--- config.mk ---
export PLATFORM = sky130hd
export DESIGN_NAME = spi_slave_io
export DESIGN_NICKNAME = d
export VERILOG_FILES = /design/src/rtl/spi_slave_io.sv
export SDC_FILE = /design/constraint.sdc
export NUM_CORES = 1
export LEC_CHECK = 0
export CORE_MARGIN = 2
export CORE_UTILIZATION = 35
export DETAILED_ROUTE_END_ITERATION = 6
export MAX_ROUTING_LAYER = met4
export SLEW_MARGIN = 20
export SYNTH_ARGS = -nofsm -noshare
export SYNTH_HDL_FRONTEND = slang
export SYNTH_SLANG_ARGS = --single-unit
--- constraint.sdc ---
create_clock -name clk -period 2.25 [get_ports clk]
set_clock_uncertainty 0.15 [all_clocks]
set_input_delay 0.3375 -clock clk [delete_from_list [all_inputs] [get_ports clk]]
set_output_delay 0.3375 -clock clk [all_outputs]
set_load 0.01 [all_outputs]
--- src/rtl/spi_slave_io.sv ---
// spi_slave_io -- 8-bit SPI slave engine running entirely in the clk domain.
//
// The SPI pins are oversampled through 2-flop synchronizers. Edges are
// detected on the synchronized copies. The first byte of a transaction is a
// command byte ([7:6] cmd, [5:0] addr). The bytes that follow are written to
// a register file or read from it, one byte per register, with the address
// auto-incrementing and wrapping at 2**AW. Reads are prefetched so that the
// next byte is ready in the tx register before its first bit is shifted out.
//
// Ports:
//   clk        core clock
//   nreset     synchronous active-low reset
//   en         block enable; 0 holds the engine in IDLE and ignores ss
//   cpol/cpha  SPI mode; lsbfirst selects the bit order on mosi and miso
//   sclk/mosi/ss  SPI pins from the master (asynchronous to clk)
//   miso       slave data out, 0 whenever not selected
//   spi_write  one-cycle write strobe with spi_addr / spi_wdata
//   spi_read   one-cycle read request with spi_addr; spi_rdata valid next cycle
//   spi_state  0 IDLE, 1 CMD, 2 WRITE, 3 READ, 4 IGNORE
module spi_slave_io #(
  parameter int AW = 6
) (
  input  logic          clk,
  input  logic          nreset,
  input  logic          en,
  input  logic          cpol,
  input  logic          cpha,
  input  logic          lsbfirst,
  input  logic          sclk,
  input  logic          mosi,
  input  logic          ss,
  output logic          miso,
  output logic          spi_write,
  output logic          spi_read,
  output logic [AW-1:0] spi_addr,
  output logic [7:0]    spi_wdata,
  input  logic [7:0]    spi_rdata,
  output logic [2:0]    spi_state
);

  typedef enum logic [2:0] {
    S_IDLE   = 3'd0,
    S_CMD    = 3'd1,
    S_WRITE  = 3'd2,
    S_READ   = 3'd3,
    S_IGNORE = 3'd4
  } state_t;

  state_t state, state_next;

  // Pin synchronizers and edge-detect history.
  logic [1:0] sclk_pipe, mosi_pipe, ss_pipe;
  logic       sclk_d, ss_d;
  logic       sclk_s, mosi_s, ss_s;
  logic       sclk_rise, sclk_fall, ss_fall;

  // Transfer datapath.
  logic          xfer_active, sample_edge, shift_edge, byte_done;
  logic [2:0]    bit_cnt;
  logic [7:0]    rx_sr, rx_next;
  logic [7:0]    tx_sr, tx_hold, tx_load, tx_shifted;
  logic          tx_bit;
  logic [AW-1:0] addr;
  logic          prefetch, rd_capture;
  logic          cmd_done, rd_first, wr_fire, rd_next;

  // The synchronizers are reset to the idle pin levels (sclk at cpol, ss
  // high) so that releasing reset never manufactures an edge by itself.
  // NOTE: sequential state uses non-blocking (<=) assignments so every flop
  // samples the pre-edge value of every other flop.
  always_ff @(posedge clk) begin
    if (!nreset) begin
      sclk_pipe <= {cpol, cpol};
      sclk_d    <= cpol;
      mosi_pipe <= 2'b00;
      ss_pipe   <= 2'b11;
      ss_d      <= 1'b1;
    end else begin
      sclk_pipe <= {sclk_pipe[0], sclk};
      sclk_d    <= sclk_pipe[1];
      mosi_pipe <= {mosi_pipe[0], mosi};
      ss_pipe   <= {ss_pipe[0], ss};
      ss_d      <= ss_pipe[1];
    end
  end

  assign sclk_s    = sclk_pipe[1];
  assign mosi_s    = mosi_pipe[1];
  assign ss_s      = ss_pipe[1];
  assign sclk_rise = sclk_s & ~sclk_d;
  assign sclk_fall = ~sclk_s & sclk_d;
  assign ss_fall   = ~ss_s & ss_d;

  // Sample on the rising edge when cpol==cpha (modes 0 and 3), otherwise on
  // the falling edge. The opposite edge shifts miso. Edges are only counted
  // while a selected transaction is in progress.
  assign xfer_active = en & ~ss_s & (state != S_IDLE);
  assign sample_edge = xfer_active & ((cpol == cpha) ? sclk_rise : sclk_fall);
  assign shift_edge  = xfer_active & ((cpol == cpha) ? sclk_fall : sclk_rise);

  assign rx_next   = lsbfirst ? {mosi_s, rx_sr[7:1]} : {rx_sr[6:0], mosi_s};
  assign byte_done = sample_edge & (bit_cnt == 3'd7);

  assign cmd_done = (state == S_CMD) & byte_done;
  assign rd_first = cmd_done & (rx_next[7:6] == 2'b10);
  assign wr_fire  = (state == S_WRITE) & byte_done;
  assign rd_next  = (state == S_READ) & byte_done;

  // Only read data is ever transmitted. The capture cycle is bypassed so a
  // byte that arrives in the same cycle as the load is not missed.
  assign tx_load    = (state == S_READ) ? (rd_capture ? spi_rdata : tx_hold) : 8'h00;
  assign tx_shifted = lsbfirst ? {1'b0, tx_sr[7:1]} : {tx_sr[6:0], 1'b0};
  assign tx_bit     = lsbfirst ? tx_sr[0] : tx_sr[7];

  always_ff @(posedge clk) begin
    if (!nreset) state <= S_IDLE;
    else         state <= state_next;
  end

  // NOTE: state_next gets its default before the case statement, so no path
  // leaves it unassigned and no latch is inferred.
  always_comb begin
    state_next = state;
    case (state)
      S_IDLE:  if (ss_fall) state_next = S_CMD;
      S_CMD: begin
        if (byte_done) begin
          case (rx_next[7:6])
            2'b00:   state_next = S_WRITE;
            2'b10:   state_next = S_READ;
            default: state_next = S_IGNORE;
          endcase
        end
      end
      default: state_next = state;
    endcase
    // Deselect or disable aborts from any state; a partial byte is dropped.
    if (!en || ss_s) state_next = S_IDLE;
  end

  always_ff @(posedge clk) begin
    if (!nreset) begin
      spi_write  <= 1'b0;
      spi_read   <= 1'b0;
      spi_addr   <= '0;
      spi_wdata  <= 8'h00;
      addr       <= '0;
      bit_cnt    <= 3'd0;
      rx_sr      <= 8'h00;
      tx_sr      <= 8'h00;
      tx_hold    <= 8'h00;
      prefetch   <= 1'b0;
      rd_capture <= 1'b0;
    end else begin
      spi_write <= 1'b0;
      spi_read  <= 1'b0;
      if (state_next == S_IDLE) begin
        bit_cnt    <= 3'd0;
        rx_sr      <= 8'h00;
        tx_sr      <= 8'h00;
        tx_hold    <= 8'h00;
        prefetch   <= 1'b0;
        rd_capture <= 1'b0;
      end else begin
        if (sample_edge) begin
          rx_sr   <= rx_next;
          bit_cnt <= bit_cnt + 3'd1;
        end
        // bit_cnt==0 on a shift edge marks a byte boundary: the leading edge
        // of a new byte (cpha=1) or the trailing edge ending one (cpha=0).
        if (shift_edge) tx_sr <= (bit_cnt == 3'd0) ? tx_load : tx_shifted;

        if (cmd_done) addr <= rx_next[AW-1:0];
        if (rd_first) begin
          spi_read <= 1'b1;
          spi_addr <= rx_next[AW-1:0];
        end
        if (wr_fire) begin
          spi_write <= 1'b1;
          spi_addr  <= addr;
          spi_wdata <= rx_next;
          addr      <= addr + 1'b1;
        end
        if (rd_next) addr <= addr + 1'b1;
        // Prefetch issues one cycle after the increment, at the new address.
        if (prefetch) begin
          spi_read <= 1'b1;
          spi_addr <= addr;
        end
        prefetch   <= rd_next;
        rd_capture <= spi_read;
        if (rd_capture) tx_hold <= spi_rdata;
      end
    end
  end

  assign miso      = xfer_active & tx_bit;
  assign spi_state = state;

endmodule
==> flow_metrics.env, run 1 <==
export IMPL_worstPathMaxFanout=5
export IMPL_p_per_area_mw_per_mm2=671
export IMPL_critPathKind="reg -> out"
export IMPL_drc_errors=0
export IMPL_finalCriticalPeriod_ns=2.04
export IMPL_end_kind="primary output"
export IMPL_die_w_um=93.8
export IMPL_hold_path_end="ss_pipe[1]"
export IMPL_fillers=738
export IMPL_pre_cts_ws_ns=-0.129
export IMPL_overflow=0
export IMPL_synth_top_family_by_area="simple AND/OR/NAND/NOR gates"
export IMPL_synthMuxAreaShare_pct=14.7
export IMPL_syn_num_nets=325
export IMPL_hold_path_depth=1
export IMPL_power_mw=2.54
export IMPL_slew_limit_headroom_pct=62.5
export IMPL_ios=37
export IMPL_synth_distinct_cells=44
export IMPL_grtUsageTotal_pct=16.9
export IMPL_detail_route_wirelength_um=6650
export IMPL_post_route_period_util_pct=90.7
export IMPL_synthesis_instances=304
export IMPL_io_buffers=36
export IMPL_ys_seq_area_share_pct=44.0
export IMPL_gp_congestion=0.859
export IMPL_arrival_ns=1.55
export IMPL_cts_buffer_depth=2
export IMPL_coreArea_mm2=0.00777
export IMPL_hp_class="reg -> reg"
export IMPL_drt_iter0_drc=92
export IMPL_placementRows=32
export IMPL_synth_xor_area_share_pct=0.887
export IMPL_status="completed"
export IMPL_drive_above_1_share_pct=18.1
export IMPL_hold_ws_ns=0.266
export IMPL_max_cap_violations=0
export IMPL_rsz0062_at_grt="no"
export IMPL_clkTransAtPathRegs_ns=0.07
export IMPL_worst_slew_pin_slew_ns=0.562
export IMPL_reg2regPathDepth=8
export IMPL_nets=391
export IMPL_start_util_pct=36.3
export IMPL_clock_sinks=62
export IMPL_ys_flop_type="dfxtp_1"
export IMPL_peakVddDrop_mv=0.349
export IMPL_p_leak_nw=1.49
export IMPL_die_height_um=93.8
export IMPL_post_cts_buffers=0
export IMPL_clk_latency_ns=0.35
export IMPL_yosys_area_share_simple_pct=18.8
export IMPL_reg2reg_from="bit_cnt[0]"
export IMPL_synth_warnings=0
export IMPL_worstPathRequired_ns=1.76
export IMPL_worstHoldStart="ss_pipe[0]"
export IMPL_worst_slack_ns=0.210
export IMPL_ant_nets=0
export IMPL_async_flop_share_pct=0
export IMPL_grt_pass1_vias=2393
export IMPL_cp_start_kind="flop"
export IMPL_grt_max_degree=23
export IMPL_clockRootBuffer="clkbuf_8"
export IMPL_vias=2414
export IMPL_die_area_mm2=0.00879
export IMPL_synth_area_mm2=0.00282
export IMPL_ff2ff_setup_slack_ns=0.27
export IMPL_h_tree_depth=3
export IMPL_post_drt_wl_per_cell_um=13.9
export IMPL_cts_tree="done"
export IMPL_synth_fa_ha_area_share_pct=1.77
export IMPL_syn_avg_cell_area_um2=9.28
export IMPL_antenna_found_initial=0
export IMPL_antenna_cells=0
export IMPL_synth_compound_area_share_pct=15.3
export IMPL_setup_viol=0
export IMPL_reg2reg_to="addr[3]"
export IMPL_drv_slew=0
export IMPL_fmax_ghz=0.490
export IMPL_synth_edff_count=0
export IMPL_hold_violations=0
export IMPL_ys_ff_latch=62
export IMPL_drt_pass1_iter_count=4
export IMPL_syn_to_final_growth_pct=34.2
export IMPL_grt_pass1_wl_um=11300
export IMPL_cts_buffers=9
export IMPL_tns_ns=0
export IMPL_dpl_hpwl_um=4780
export IMPL_via_per_inst=5.06
## report_power, final
group / switching (mW) / total (mW) / internal [mW] / leakage, nW
Combinational: 0.0530 / 0.115 / 0.0617 / 0.855
Sequential: 0.00396 / 1.11 / 1.11 / 0.501
Clock: 0.463 / 1.32 / 0.853 / 0.134
## synth_stat cells, types with 3 or more instances
| master | count | share of area [%] |
|---|---|---|
| dfxtp_1 | 62 | 44 |
| nor2_1 | 44 | 5.9 |
| mux2i_1 | 40 | 14 |
| nand2_1 | 30 | 4.0 |
| a211oi_1 | 10 | 2.7 |
| inv_1 | 9 | 1.2 |
| a211oi_2 | 8 | 3.5 |
| a21oi_1 | 8 | 1.4 |
| o21ai_0 | 8 | 1.4 |
| nand2b_1 | 7 | 1.6 |
| nand3_1 | 7 | 1.2 |
| o221ai_1 | 7 | 2.2 |
| o22ai_1 | 7 | 1.6 |
| clkbuf_1 | 6 | 0.80 |
| buf_2 | 4 | 0.71 |
| ha_1 | 4 | 1.8 |
| nor3_1 | 4 | 0.71 |
| and2_1 | 3 | 0.67 |
| nand4_1 | 3 | 0.67 |
## final cells by class
type	instances	area [um2]	area share, %
sequential	62	1240	32.8
clock buffer	9	124	3.27
multi-input combinational	216	1460	38.5
tap	102	128	3.37
inverter	9	33.8	0.893
timing repair buffer	72	654	17.3
clock inverter	7	146	3.87
## worst max-delay path, cell delays in order (launching register included)
cell           delay (ns)
dfxtp_1              0.37
or3_4                0.41
nand2_1              0.10
nor2_1               0.05
dlygate4sd2_1        0.28
## sequential cells by signal, summed over array words and instances, names as in the netlist, 2 cells and up
signal     count
tx_hold        8
spi_addr       6
spi_state      3
addr           6
bit_cnt        3
ss_pipe        2
rx_sr          8
spi_wdata      8
sclk_pipe      2
tx_sr          8
mosi_pipe      2
## through the flow
step / cell area [um2] / utilization (%) / std cells
2_1_floorplan: 2820 / - / 304
3_3_place_gp: 3510 / 45.2 / 461
3_5_place_dp: 3510 / 45.2 / 461
4_1_cts: 3780 / 48.7 / 477
5_1_grt: 3780 / 48.7 / 477
6_report: 3780 / 48.7 / 477
## metal layers
metal  share of wire [%]  vias to the layer above  track usage, %
met4                 2.1                        0            7.97
met5                   0                        -               -
met2                  45                       55            25.7
li1                    -                     1215               -
met1                  49                     1133            21.9
met3                 3.8                       11            2.89
## timing repair
item,in CTS,in global routing
hold buffers,0,0
hold endpoints to repair,0,0
gates resized for setup,2,0
setup endpoints to repair,1,0
## cells in the final DEF, fill, tap and decap left out, types with 2 or more instances in the layout
cell type        instances
dfxtp_1                 62
nor2_1                  44
mux2i_1                 40
clkdlybuf4s50_1         35
buf_4                   34
nand2_1                 30
a211oi_1                10
inv_1                    9
clkbuf_8                 9
a21oi_1                  8
o21ai_0                  8
a211oi_2                 8
nand2b_1                 7
o22ai_1                  7
nand3_1                  7
o221ai_1                 7
nor3_1                   4
ha_1                     4
bufinv_16                4
nand4_1                  3
and2_1                   3
clkinv_4                 3
nor2b_1                  2
nor3b_1                  2
nand3b_1                 2
a31oi_1                  2
nor2_2                   2
buf_12                   2
## cell families (layout without fill, tap and decap cells)
group,Yosys count,count (layout)
AND/OR/NAND/NOR,113,113
flip-flops,62,62
AO/OA/AOI/OAI,56,56
multiplexers,41,41
buffers and inverters,26,97
adder cells (fa/ha/maj),4,4
XOR/XNOR,2,2
## how the worst max path moves through the flow
stage	start	end	slack, ns	cells past startpoint
after floorplan	cpha	spi_wdata[7]	0.35	6
after global placement	cpha	spi_wdata[2]	-0.10	7
after detailed placement	cpha	spi_wdata[2]	-0.13	7
after CTS	spi_state[2]	miso	0.19	4
after global routing	bit_cnt[0]	addr[3]	0.1	8
final	spi_state[2]	miso	0.21	4
No activity file was read; power rests on OpenSTA's default activity.
==> inputs of run 2 (changes only) <==
--- a/config.mk
+++ b/config.mk
@@ -5,6 +5,7 @@
 export SDC_FILE = /design/constraint.sdc
 export NUM_CORES = 1
 export LEC_CHECK = 0
+export CORE_ASPECT_RATIO = 0.6
 export CORE_MARGIN = 2
 export CORE_UTILIZATION = 35
 export DETAILED_ROUTE_END_ITERATION = 6
==> run 2 against run 1 <==
Sequential power about the same. Clock power increased by 20%. Cell count increased by 1.5%. Die area increased by 0.26%. Clock-buffer cell count unchanged. Sequential share of layout area decreased by 0.78 points. Global-route usage increased by 0.63 points. Wire length increased by 3.0%. Worst hold slack got worse by 0.0093 ns. Critical path depth increased by 2. Final area increased by 2.4%. Critical path type is now reg -> reg. Largest cell class unchanged. Highest routed layer unchanged.
==> flow_metrics.env, run 2 (synthesis gave the netlist of run 1 again) <==
export IMPL_final_cell_mix="dfxtp_1 (62), nor2_1 (44), mux2i_1 (40)"
export IMPL_worstPathMaxFanout=6
export IMPL_slew_limit_headroom_pct=58.8
export IMPL_hp_class="reg -> reg"
export IMPL_dp_cells=468
export IMPL_finalCriticalPeriod_ns=2.09
export IMPL_critPathKind="reg -> reg"
export IMPL_cts_tree="done"
export IMPL_arrival_ns=2.14
export IMPL_reg2regPathDepth=6
export IMPL_placementRows=25
export IMPL_multiInputGateArea_mm2=0.00146
export IMPL_grt_max_degree=25
export IMPL_peakVddDrop_mv=0.413
export IMPL_cts_buffers=9
export IMPL_max_cap_violations=0
export IMPL_netSwitchingFraction_pct=20.1
export IMPL_drc_errors=0
export IMPL_worstPathRequired_ns=2.29
export IMPL_drive_above_1_share_pct=18.4
export IMPL_post_cts_buffers=0
export IMPL_p_leak_nw=1.53
export IMPL_ios=37
export IMPL_vias=2430
export IMPL_clk_latency_ns=0.33
export IMPL_antenna_cells=0
export IMPL_die_area_mm2=0.00882
export IMPL_fillers=729
export IMPL_reg2reg_from="bit_cnt[0]"
export IMPL_p_per_area_mw_per_mm2=727
export IMPL_post_route_util_pct=49.4
export IMPL_wl_met3_um=537
export IMPL_gp_congestion=0.904
export IMPL_syn_to_final_growth_pct=37.5
export IMPL_rsz0062_at_grt="no"
export IMPL_worst_slew_pin_slew_ns=0.617
export IMPL_top_layer_used="met4"
export IMPL_intPower_mw=2.25
export IMPL_die_w_um=120
export IMPL_grtUsageTotal_pct=17.5
export IMPL_grt_pass1_vias=2277
export IMPL_drt_pass1_iter_count=4
export IMPL_ff2ff_setup_slack_ns=0.16
export IMPL_pwr_share_comb_pct=4.2
export IMPL_cp_start_kind="flop"
export IMPL_dpl_hpwl_um=4960
export IMPL_start_util_pct=35.9
export IMPL_layout_commonest_cell="dfxtp_1"
export IMPL_h_tree_depth=3
export IMPL_crit_path_start="bit_cnt[0]"
export IMPL_coreArea_mm2=0.00785
export IMPL_post_route_period_util_pct=93.1
export IMPL_setup_viol=0
export IMPL_wl_met1_um=3560
export IMPL_dr_wl_met2_um=2710
export IMPL_endpoint="spi_addr[1]"
export IMPL_reg2reg_to="spi_addr[1]"
export IMPL_grt_pass1_wl_um=11400
export IMPL_drv_slew=0
export IMPL_via_per_inst=5.02
export IMPL_detail_route_wirelength_um=6850
export IMPL_clockRootBuffer="clkbuf_16"
export IMPL_overflow=0
export IMPL_place_area_mm2=0.00353
export IMPL_drt_iter0_drc=195
export IMPL_clock_sinks=62
export IMPL_antenna_found_initial=0
export IMPL_nets=392
export IMPL_p_sw_mw=0.568
export IMPL_regArea_mm2=0.00124
export IMPL_hold_ws_ns=0.257
export IMPL_end_kind="flop"
export IMPL_clkTransAtPathRegs_ns=0.06
export IMPL_status="completed"
export IMPL_cts_buffer_depth=2
export IMPL_post_drt_wl_per_cell_um=14.2
export IMPL_hold_violations=0
export IMPL_clockPowerShare_pct=56.4
export IMPL_ant_nets=0
export IMPL_fmax_ghz=0.477
export IMPL_io_buffers=36
export IMPL_fin_area_mm2=0.00388
export IMPL_seq_power_share_pct=39.4
export IMPL_die_height_um=73.5
export IMPL_fin_cells=484
run 2: stage by stage:
| step | setup TNS (ns) | setup slack [ns] | total power [mW] |
|---|---|---|---|
| after floorplan | 0 | 0.352 | 1.19 |
| final | 0 | 0.156 | 2.82 |
| after global routing | 0 | 0.0908 | 2.91 |
| after CTS | 0 | 0.111 | 2.86 |
| after global placement | -2.04 | -0.151 | 1.25 |
| after detailed placement | -2.91 | -0.163 | 1.25 |
run 2: layout make-up:
| cell class | instances | share of cell area [%] |
|---|---|---|
| Clock buffer | 9 | 5.81 |
| Multi-Input combinational cell | 216 | 37.7 |
| Inverter | 9 | 0.871 |
| Timing Repair Buffer | 73 | 17.1 |
| Sequential cell | 62 | 32.0 |
| Tap cell | 108 | 3.49 |
| Clock inverter | 7 | 3.10 |
run 2: power by group through the flow:
stage / clock (mW) / combinational [mW] / sequential [mW]
3_3_place_gp: 0 / 0.115 / 1.13
6_report: 1.59 / 0.117 / 1.11
4_1_cts: 1.64 / 0.117 / 1.11
5_1_grt: 1.68 / 0.126 / 1.11
2_1_floorplan: 0 / 0.0590 / 1.13
3_5_place_dp: 0 / 0.117 / 1.13
run 2: worst min-delay path by stage:
stage                     startpoint         end  slack [ns]  cells after the start
after floorplan           ss_pipe[0]  ss_pipe[1]        0.24                      1
after global placement    ss_pipe[0]  ss_pipe[1]        0.25                      1
after detailed placement  ss_pipe[0]  ss_pipe[1]        0.25                      1
after CTS                 ss_pipe[0]  ss_pipe[1]        0.26                      1
after global routing      ss_pipe[0]  ss_pipe[1]        0.28                      1
final                     ss_pipe[0]  ss_pipe[1]        0.26                      1
run 2: worst max-delay path: stages (launching register included):
cell and delay [ns]:
dfxtp_1 0.37, ha_1 0.17, ha_1 0.22, nand3_1 0.28, o221ai_1 0.30, o211ai_2 0.28, mux2i_1 0.19
run 2: timing repair:
item,CTS,global route
setup endpoints to repair,1,4
hold endpoints to repair,0,0
cloned,0,0
pin swaps,0,0
hold buffers,0,0
gates resized for setup,1,1
run 2: routing by layer:
metal | global-route usage [%] | vias up
li1 | - | 1218
met1 | 24.8 | 1140
met2 | 23.0 | 68
met3 | 5.12 | 4
met4 | 7.06 | 0
met5 | - | -
